[src/rtl/minesweeper_game_ctrl.sv]
// Minesweeper game sequencer: cursor moves, LFSR mine placement, serial neighbour count, win/lose.
// Defining MINESWEEPER_FLAG_EN builds flag storage and the btn_flag toggle.
module minesweeper_game_ctrl #(
  parameter int COLS  = 20,
  parameter int ROWS  = 15,
  parameter int MINES = 40
) (
  input  logic       clk,
  input  logic       rst_n,
  input  logic       btn_left,
  input  logic       btn_right,
  input  logic       btn_up,
  input  logic       btn_down,
  input  logic       btn_press,
  input  logic       btn_flag,
  input  logic [4:0] rd_x,
  input  logic [3:0] rd_y,
  output logic [3:0] rd_tile,
  output logic [4:0] cur_x,
  output logic [3:0] cur_y,
  output logic [1:0] game_state,
  output logic       busy
);
  localparam int N  = COLS * ROWS;
  localparam int IW = (N > 1) ? $clog2(N) : 1;
  localparam logic [4:0] XMAX = 5'(COLS - 1);
  localparam logic [3:0] YMAX = 4'(ROWS - 1);
  localparam logic [5:0] XLIM = 6'(COLS);
  localparam logic [4:0] YLIM = 5'(ROWS);
  localparam logic signed [6:0] XLIM_S = 7'(COLS);
  localparam logic signed [5:0] YLIM_S = 6'(ROWS);
  localparam logic [8:0] LAST_MINE = 9'(MINES - 1);
  localparam logic [8:0] LAST_SAFE = 9'(N - MINES - 1);

  typedef enum logic [2:0] {S_READY, S_PLAY, S_LOST, S_WON, S_SEED, S_COUNT} state_t;
  state_t state, state_nxt;

  logic [N-1:0]    mine, revealed, flagged;
  logic [3:0]      cnt [N];
  logic [15:0]     lfsr;
  logic [5:0]      btn_now, btn_last, btn_ev;
  logic [8:0]      placed, revealed_total;
  logic [4:0]      tgt_x, mv_x, cand_x;
  logic [3:0]      tgt_y, mv_y, cand_y;
  logic [3:0]      nbr_k, nbr_acc;
  logic [IW-1:0]   mv_idx, boom_idx, rd_idx;
  logic            cand_ok, nb_mine;
  logic signed [6:0] nb_x;
  logic signed [5:0] nb_y;
  logic            seed_start, place_mine, start_count, write_count, explode, clear_board;

  function automatic logic [IW-1:0] tidx(input logic [4:0] x, input logic [3:0] y);
    return IW'(int'(y) * COLS + int'(x));
  endfunction

  assign btn_now = {btn_flag, btn_press, btn_down, btn_up, btn_right, btn_left};
  assign btn_ev  = btn_last & ~btn_now;
  assign busy    = (state == S_SEED) || (state == S_COUNT);

  // Cursor after this cycle's moves; a press in the same cycle acts on this tile
  always_comb begin
    mv_x = cur_x;
    mv_y = cur_y;
    if (!busy) begin
      if (btn_ev[3]) begin
        if (cur_y != YMAX) mv_y = cur_y + 4'd1;
      end else if (btn_ev[2]) begin
        if (cur_y != 4'd0) mv_y = cur_y - 4'd1;
      end
      if (btn_ev[0]) begin
        if (cur_x != 5'd0) mv_x = cur_x - 5'd1;
      end else if (btn_ev[1]) begin
        if (cur_x != XMAX) mv_x = cur_x + 5'd1;
      end
    end
  end
  assign mv_idx = tidx(mv_x, mv_y);

  assign cand_x  = lfsr[4:0];
  assign cand_y  = lfsr[8:5];
  assign cand_ok = ({1'b0, cand_x} < XLIM) && ({1'b0, cand_y} < YLIM) &&
                   !mine[tidx(cand_x, cand_y)] && !((cand_x == tgt_x) && (cand_y == tgt_y));

  // Neighbour offset for scan step nbr_k: NW,N,NE,W,E,SW,S,SE
  always_comb begin
    nb_x = $signed({2'b00, tgt_x});
    nb_y = $signed({2'b00, tgt_y});
    case (nbr_k[2:0])
      3'd0: begin nb_x = nb_x - 7'sd1; nb_y = nb_y - 6'sd1; end
      3'd1: nb_y = nb_y - 6'sd1;
      3'd2: begin nb_x = nb_x + 7'sd1; nb_y = nb_y - 6'sd1; end
      3'd3: nb_x = nb_x - 7'sd1;
      3'd4: nb_x = nb_x + 7'sd1;
      3'd5: begin nb_x = nb_x - 7'sd1; nb_y = nb_y + 6'sd1; end
      3'd6: nb_y = nb_y + 6'sd1;
      default: begin nb_x = nb_x + 7'sd1; nb_y = nb_y + 6'sd1; end
    endcase
    nb_mine = !nb_x[6] && !nb_y[5] && (nb_x < XLIM_S) && (nb_y < YLIM_S) &&
              mine[tidx(nb_x[4:0], nb_y[3:0])];
  end

  always_ff @(posedge clk or negedge rst_n) begin
    if (!rst_n) state <= S_READY;
    else        state <= state_nxt;
  end

`ifdef MINESWEEPER_FLAG_EN
  logic flag_tog;
`endif

  always_comb begin
    state_nxt   = state;
    seed_start  = 1'b0;
    place_mine  = 1'b0;
    start_count = 1'b0;
    write_count = 1'b0;
    explode     = 1'b0;
    clear_board = 1'b0;
`ifdef MINESWEEPER_FLAG_EN
    flag_tog    = 1'b0;
`endif
    case (state)
      S_READY: if (btn_ev[4]) begin
        state_nxt  = S_SEED;
        seed_start = 1'b1;
      end
      S_SEED: if (cand_ok) begin
        place_mine = 1'b1;
        if (placed == LAST_MINE) begin
          state_nxt   = S_COUNT;
          start_count = 1'b1;
        end
      end
      S_PLAY: begin
        if (btn_ev[4] && !revealed[mv_idx] && !flagged[mv_idx]) begin
          if (mine[mv_idx]) begin
            state_nxt = S_LOST;
            explode   = 1'b1;
          end else begin
            state_nxt   = S_COUNT;
            start_count = 1'b1;
          end
        end
`ifdef MINESWEEPER_FLAG_EN
        else if (btn_ev[5] && !btn_ev[4] && !revealed[mv_idx]) flag_tog = 1'b1;
`endif
      end
      S_COUNT: if (nbr_k == 4'd8) begin
        write_count = 1'b1;
        state_nxt   = (revealed_total == LAST_SAFE) ? S_WON : S_PLAY;
      end
      S_LOST, S_WON: if (btn_ev[4]) begin
        state_nxt   = S_READY;
        clear_board = 1'b1;
      end
      default: state_nxt = S_READY;
    endcase
  end

  always_ff @(posedge clk or negedge rst_n) begin
    if (!rst_n) begin
      cur_x          <= 5'd0;
      cur_y          <= 4'd0;
      btn_last       <= 6'd0;
      lfsr           <= 16'hACE1;
      mine           <= '0;
      revealed       <= '0;
      cnt            <= '{default: 4'd0};
      placed         <= 9'd0;
      revealed_total <= 9'd0;
      tgt_x          <= 5'd0;
      tgt_y          <= 4'd0;
      nbr_k          <= 4'd0;
      nbr_acc        <= 4'd0;
      boom_idx       <= '0;
    end else begin
      btn_last <= btn_now;
      lfsr     <= {lfsr[14:0], lfsr[15] ^ lfsr[13] ^ lfsr[12] ^ lfsr[10]};
      cur_x    <= mv_x;
      cur_y    <= mv_y;
      if (seed_start) placed <= 9'd0;
      if (place_mine) begin
        mine[tidx(cand_x, cand_y)] <= 1'b1;
        placed <= placed + 9'd1;
      end
      // From SEED the target is already the safe tile, and the cursor cannot move while busy
      if (seed_start || start_count) begin
        tgt_x <= mv_x;
        tgt_y <= mv_y;
      end
      if (start_count) begin
        nbr_k   <= 4'd0;
        nbr_acc <= 4'd0;
      end else if (state == S_COUNT && nbr_k != 4'd8) begin
        nbr_k   <= nbr_k + 4'd1;
        nbr_acc <= nbr_acc + {3'b000, nb_mine};
      end
      if (write_count) begin
        cnt[tidx(tgt_x, tgt_y)]      <= nbr_acc;
        revealed[tidx(tgt_x, tgt_y)] <= 1'b1;
        revealed_total               <= revealed_total + 9'd1;
      end
      if (explode) boom_idx <= mv_idx;
      if (clear_board) begin
        mine           <= '0;
        revealed       <= '0;
        cnt            <= '{default: 4'd0};
        placed         <= 9'd0;
        revealed_total <= 9'd0;
      end
    end
  end

`ifdef MINESWEEPER_FLAG_EN
  always_ff @(posedge clk or negedge rst_n) begin
    if (!rst_n)           flagged <= '0;
    else if (clear_board) flagged <= '0;
    else if (flag_tog)    flagged[mv_idx] <= ~flagged[mv_idx];
  end
`else
  logic unused_flag_ev;
  assign flagged        = '0;
  assign unused_flag_ev = btn_ev[5];
`endif

  always_comb begin
    case (state)
      S_READY: game_state = 2'd0;
      S_LOST:  game_state = 2'd2;
      S_WON:   game_state = 2'd3;
      default: game_state = 2'd1;
    endcase
  end

  // Renderer read port; in LOST mines are exposed even when flagged
  always_comb begin
    rd_idx  = tidx(rd_x, rd_y);
    rd_tile = 4'd9;
    if (({1'b0, rd_x} < XLIM) && ({1'b0, rd_y} < YLIM)) begin
      if (state == S_LOST && rd_idx == boom_idx)  rd_tile = 4'd12;
      else if (state == S_LOST && mine[rd_idx])   rd_tile = 4'd11;
      else if (revealed[rd_idx])                  rd_tile = cnt[rd_idx];
      else if (flagged[rd_idx])                   rd_tile = 4'd10;
    end
  end
endmodule

[config.mk]
export PLATFORM = sky130hd
export DESIGN_NAME = minesweeper_game_ctrl
export DESIGN_NICKNAME = d
export VERILOG_FILES = /design/src/rtl/minesweeper_game_ctrl.sv
export SDC_FILE = /design/constraint.sdc
export NUM_CORES = 2
export LEC_CHECK = 0
export CORE_ASPECT_RATIO = 1.2
export CORE_UTILIZATION = 29
export CTS_BUF_LIST = sky130_fd_sc_hd__clkbuf_16
export CTS_CLUSTER_SIZE = 20
export DETAILED_ROUTE_END_ITERATION = 6
export SYNTH_ARGS = -nofsm -noshare
export SYNTH_HDL_FRONTEND = slang
export SYNTH_SLANG_ARGS = --single-unit
[constraint.sdc]
create_clock -name clk -period 24.3 [get_ports clk]
set_input_delay 6.075 -clock clk [delete_from_list [all_inputs] [get_ports clk]]
set_output_delay 6.075 -clock clk [all_outputs]
set_load 0.05 [all_outputs]
# After elaboration in Yosys (flattened, before gate mapping)

Memory sizes are Yosys's and may differ from the RTL's.
Index checks and enable logic that the tools add are counted.

Flip-flop bits (word level): 1877
Output and inout port bits: 16
Memory bits (read-only): 1024
Memories: 2
Input port bits: 17
Logic and storage cells: 509

Bitwise operators: 9
Multiply operators: 5
Reduce and logical (&&, ||, !) cells: 39
Mux-type cells: 81
Add/sub/neg operators: 17
Order comparisons: 16
Equality and inequality tests: 26

Memory list:

| memory          | depth | bits a word | rd ports | clocked after Yosys merged registers in | wr ports | RTL line | text |
|---|---|---|---|---|---|---|---|
| (no name shown) | 512   | 1           | 1        | 0                                       | 0        | 243      | `else if (flagged[rd_idx]) rd_tile = 4'd10;` |
| (no name shown) | 512   | 1           | 1        | 0                                       | 0        | 135      | `if (btn_ev[4] && !revealed[mv_idx] && !flagged[mv_idx]) begin` |

Operators with widths:

| kind                   | number |
|---|---|
| $mux W1200             | 2 |
| $bwmux W1200           | 1 |
| $mux W300              | 4 |
| $or A300 B300 Y300     | 2 |
| $mux W4                | 16 |
| $bmux W1 S9            | 6 |
| $lt A9 B10 Y1 const B  | 5 |
| $add A9 B5 Y9          | 5 |
| $mux W9                | 5 |
| $bmux W4 S9            | 1 |
| $demux W4 S9           | 1 |
| $mul A4 B3 Y7 const B  | 5 |
| $mux W5                | 5 |
| $mux W1                | 24 |
| $mux W3                | 7 |
| $ge A10 B10 Y1 const B | 2 |
| $not A9 Y10            | 2 |
| $add A9 B1 Y9 const B  | 2 |
| $demux W1 S9           | 2 |
| $ge A9 B1 Y1 const B   | 2 |
| $logic_and A1 B1 Y1    | 17 |
| $eq A3 B3 Y1 const B   | 5 |
| $pmux W3 S5            | 1 |
| $pmux W7 S2            | 1 |
| other kinds (43)       | 70 |

# Logic depth before layout (Yosys ltp)

Depth after elaboration: 15
Gate-level depth with buffers: 25
Depth with buffers taken out: 24

# Worst setup path before layout

Ideal clock, no wire load.

Path type: input to output
From: input port rd_x[2]
To: output port rd_tile[3]
Buffers on the path: 6
Arrival time: 10508 ps
Required time: 18225 ps
Path slack: 7717 ps
Cell stages on the path: 12
Path through: ha_1 -> clkbuf_1 -> buf_2 -> buf_2 -> buf_2 -> buf_1 -> buf_1 -> mux4_2 -> mux4_2 -> mux2_2 -> o211ai_1 -> nand4b_1

Word-level cells in the longest chain between the ends: 9
Elaborated cells on any way between the ends: 18
Classes of those cells: add/sub: 1; order compare: 1; eq/ne: 1; mux: 11; bitwise: 1; reduce/logical: 3

Ends and longest elaborated chain:

| item                                       | RTL line | text |
|---|---|---|
| start, declared                            | 16       | `input logic [4:0] rd_x,` |
| $add A9 B5 Y9                              | 53       | `return IW'(int'(y) * COLS + int'(x));` |
| $not A9 Y10 (not written as such)          | 242      | `else if (revealed[rd_idx]) rd_tile = cnt[rd_idx];` |
| $bmux W4 S9                                | 242      |  |
| $mux W4 (not written as such) (2 in a row) | 242      |  |
| $mux W4                                    | 242      |  |
| $mux W4                                    | 241      | `else if (state == S_LOST && mine[rd_idx]) rd_tile = 4'd11;` |
| $mux W4                                    | 240      | `if (state == S_LOST && rd_idx == boom_idx) rd_tile = 4'd12;` |
| $mux W4 *                                  | 239      | `if (({1'b0, rd_x} < XLIM) && ({1'b0, rd_y} < YLIM)) begin` |
| end, declared                              | 18       | `output logic [3:0] rd_tile,` |

Every way passes the cells marked *; elsewhere a longest branch is shown, timed or not. The select of a mux whose other input is x is not followed.

# Worst setup path in the final report

From: input port rd_y[0]
To: output port rd_tile[0]

Word-level cells in the longest chain between the ends: 10
Elaborated cells on any way between the ends: 22
Classes of those cells: add/sub: 1; mul: 1; order compare: 1; eq/ne: 1; mux: 13; bitwise: 1; reduce/logical: 3; memory: 1

Ends and longest elaborated chain:

| item                                                                  | RTL line | text |
|---|---|---|
| start, declared                                                       | 17       | `input logic [3:0] rd_y,` |
| parallel branches: the longest is 9 deep, another holds $add A9 B5 Y9 | n/a      |  |
| $mux W4 *                                                             | 239      |  |

Mark *: on every way between the ends. The select of a mux whose other input is x is not followed.

==> out/results.tsv <==
stage	metric	value	unit
outcome	outcome	complete, no violations	
worst_setup_path	timing.rr.start	cur_x[0]	
pwr	p_per_area	147.6	nW/um2
timing	setup_viol	0	
clocking	clk_latency	870	ps
global_routing	grt_pass1_vias	81670	
worst_setup_path	path_class	in2out	
run	maxCapViolCount	0	
global_routing	grt_max_degree	226	
floorplanning	die_w	542.8	um
pwr	power_leakage	44.47	nW
worst_setup_path	worstSetupEndpointType	output port	
final_layout	postLayoutCoreUtil	32.26	%
yosys	synth_ff_type	dfrtp_1	
worst_setup_path	crit_fanout	67	
floorplanning	start_util	29.23	%
timing	tns	0	ps
clocking	clk_path_buf_depth	4	
pwr	p_total	16.58	mW
routing	drc_errors	0	
yosys	synth_edf_count	0	
timing	relSlewSlack	17.43	%
place	dp_hpwl	217.9	mm
floorplanning	core_area	348100	um2
routing	drt_iter0_drc	9938	
clocking	cts_sinks	1877	
yosys	synthArstFlopShare	100.0	%
routing	viasPerCell	5.712	
worst_hold_path	min-delay-start	lfsr[9]	
timing	tightest_slew	1234	ps
final_layout	final_layout_size_suffix_gt1_share	13.83	%
clocking	cts_setup_buffers	0	
routing	ant_nets	0	
timing	rsz0062_at_grt	false	
yosys	syn_nets	10270	
clocking	clkTransAtPathRegs	60	ps
clocking	hold_buffers	0	
worst_setup_path	crit_start	rd_y[0]	
worst_setup_path	r2r-end	tgt_x[4]	
final_layout	area_growth	10.34	%
clocking	clockRootBuffer	clkbuf_16	
floorplanning	die_area	353300	um2
place	port_buffers	31	
worst_setup_path	r2r_setup_slack	15670	ps
routing	wire_per_inst	24.74	um
timing	hold_viol	0	
worst_setup_path	start_kind	input port	
yosys	yosysSeqAreaShare	46.16	%
routing	dr_total_vias	82710	
place	gp_congestion	0.8821	
timing	finalMaxSlewViolations	0	
global_routing	grt.overflow.total	0	
worst_setup_path	arrival	12150	ps
floorplanning	placementRows	237	
timing	fmax	54.86	MHz
clocking	ctsResizeCount	0	
yosys	postSynthCellCount	10190	
global_routing	grt_pass1_wl	540.2	mm
worst_hold_path	hold_class	reg2reg	
final_layout	fin_nets	9748	
yosys	yosys_warnings	0	
worst_hold_path	hold_end	lfsr[10]	
routing	drtPass1Iterations	5	
yosys	syn_avg_cell_area	9.991	um2
global_routing	antenna_found_initial	22	
timing	fin_skew	68.12	ps
routing	routed_wl	358.3	mm
final_layout	final-instance-count-excl-fill	14480	
worst_setup_path	r2r_cells	16	
pwr	ir_worst_vdd	0.3264	mV
worst_hold_path	min_path_cells	0	
timing	finalCritPeriodShare	75.01	%
clocking	cts_tree	yes	
timing	period_needed	18230	ps
worst_setup_path	crit_required	18220	ps
final_layout	nFillCells	35440	
clocking	cts_buffers	195	
floorplanning	die_height	650.9	um
yosys	synth-seq-cells	1877	
global_routing	grt_usage	19.87	%
yosys	synth.distinct_cells	90	
floorplanning	io_pins	33	
yosys	synth.cell_area	101800	um2
place	dp_cells	14130	
clocking	htree_levels	4	
## sequential cells by signal, summed over array words and instances, names as in the netlist, 4 cells and up
| signal | cells |
|---|---|
| cnt | 1200 |
| revealed | 300 |
| placed | 9 |
| cur_x | 5 |
| cur_y | 4 |
| lfsr | 16 |
| boom_idx | 9 |
| nbr_acc | 4 |
| tgt_x | 5 |
| btn_last | 5 |
| nbr_k | 4 |
| mine | 300 |
| revealed_total | 9 |
| tgt_y | 4 |
## layer usage
metal	share of wire [%]	global-route usage, %	vias to the layer above
met2	47	31.54	3907
met4	6.5	11.99	8
met1	38	25.02	42360
met5	0.014	0	-
met3	8.2	3.821	984
li1	-	-	35450
## kinds of logic (layout without fill, tap and decap cells)
logic type               count (synthesis)  count (layout)  share of synthesized area (%)
AND/OR/NAND/NOR                       3116            3116                          12.40
AO/OA/AOI/OAI                         2874            2874                          15.34
flip-flops                            1877            1877                          46.16
multiplexers                          1149            1149                          20.51
buffers and inverters                 1033             655                          4.093
XOR/XNOR                                72              72                         0.6196
adder cells (fa/ha/maj)                 65              65                         0.8729
other                                    0              11                              0
## layout by cell type (no fill, tap or decap), types with 12 or more instances in the layout
cell type	n
clkinv_2	31
a2111oi_0	14
and2_1	12
a311oi_1	26
a31oi_1	27
clkinv_1	43
dfrtp_1	1864
buf_4	194
nor2b_1	26
and3_1	64
mux4_2	744
nand2b_1	18
nand3_1	207
buf_12	14
o22ai_1	37
xnor2_1	34
clkdlybuf4s50_1	28
a311o_1	14
inv_1	110
mux2i_1	371
nand2_2	23
nor3_1	29
clkbuf_16	198
nand4_1	26
mux2_2	19
ha_1	53
a22o_1	94
nand2_1	1618
or3_1	12
a211oi_1	51
o21ai_0	1257
a21oi_1	1238
nor2_1	1002
xor2_1	28
## area by class of cell
type | instances | area [um2] | area share (%)
Timing Repair Buffer | 239 | 2074 | 1.847
Multi-Input combinational cell | 7276 | 51120 | 45.53
Clock buffer | 198 | 4955 | 4.412
Sequential cell | 1877 | 47000 | 41.86
Tap cell | 4660 | 5831 | 5.192
Antenna cell | 11 | 27.53 | 0.02451
Inverter | 77 | 299.0 | 0.2663
Clock inverter | 141 | 984.7 | 0.8769
## worst max-delay path by stage
stage                            end  depth (start not counted)  slack [ps]
after global placement    rd_tile[0]                         13        6170
after floorplan           rd_tile[3]                         12        7720
after CTS                 rd_tile[0]                         13        6170
final                     rd_tile[0]                         15        6070
after detailed placement  rd_tile[0]                         13        6160
after global routing      rd_tile[0]                         13        5870
## Yosys cell counts (7+ instances only)
library cell | n | area [um2]
a21oi_1 | 1239 | 6201
o21ai_0 | 1259 | 6301
nand2_1 | 1642 | 6163
buf_4 | 16 | 120.1
dfstp_2 | 8 | 210.2
a22o_1 | 94 | 823.3
mux2_1 | 9 | 101.4
buf_1 | 68 | 255.2
nor2b_1 | 26 | 162.7
mux4_2 | 744 | 16760
buf_2 | 94 | 470.5
xor2_1 | 32 | 280.3
or4_1 | 11 | 82.58
a311o_1 | 14 | 140.1
o311ai_0 | 7 | 61.31
inv_1 | 72 | 270.3
a31oi_1 | 27 | 168.9
nand4_1 | 26 | 162.7
fa_1 | 10 | 200.2
and2_1 | 13 | 81.33
buf_6 | 14 | 157.7
o22ai_1 | 37 | 231.5
nand2b_1 | 18 | 112.6
o221ai_1 | 10 | 87.58
or3_1 | 14 | 87.58
mux2_2 | 19 | 214.0
nor4_1 | 13 | 81.33
nor3_1 | 33 | 165.2
a311oi_1 | 26 | 227.7
nand3_1 | 222 | 1111
xnor2_1 | 40 | 350.3
dfrtp_1 | 1869 | 46770
o211ai_1 | 8 | 60.06
ha_1 | 55 | 688.2
clkbuf_1 | 764 | 2868
mux2i_1 | 371 | 3714
nor2_1 | 1010 | 3791
a2111oi_0 | 14 | 122.6
a221oi_1 | 9 | 78.83
a211oi_1 | 51 | 382.9
and3_1 | 64 | 400.4
## power breakdown
part | internal [mW] | total [mW] | leakage (nW) | switching (mW)
logic | 3.06 | 8.55 | 17.7 | 5.49
clock network | 1.59 | 2.94 | 3.06 | 1.35
registers | 4.23 | 5.09 | 23.7 | 0.860
total | 8.88 | 16.6 | 44.5 | 7.70
## stage by stage
step | setup WS, ps | hold WS (ps) | cell area [um2]
after floorplan | 7717 | 333.0 | 101800
after global placement | 6166 | 334.0 | 106300
after detailed placement | 6163 | 339.1 | 106300
after CTS | 6167 | 352.5 | 112300
after global routing | 5870 | 353.5 | 112300
final | 6072 | 351.0 | 112300
## worst max-delay path, cell delays in order
cell and delay (ps):
clkdlybuf4s50_1 560, ha_4 160, inv_1 40, fa_4 1300, buf_12 500, mux4_2 500, mux4_2 600, nor2b_1 200
a211oi_1 240, a21oi_1 150, a22oi_1 240, or3_1 180, a221oi_1 60, nor2_1 320, clkdlybuf4s50_1 880
(Power assumes the default switching activity.)
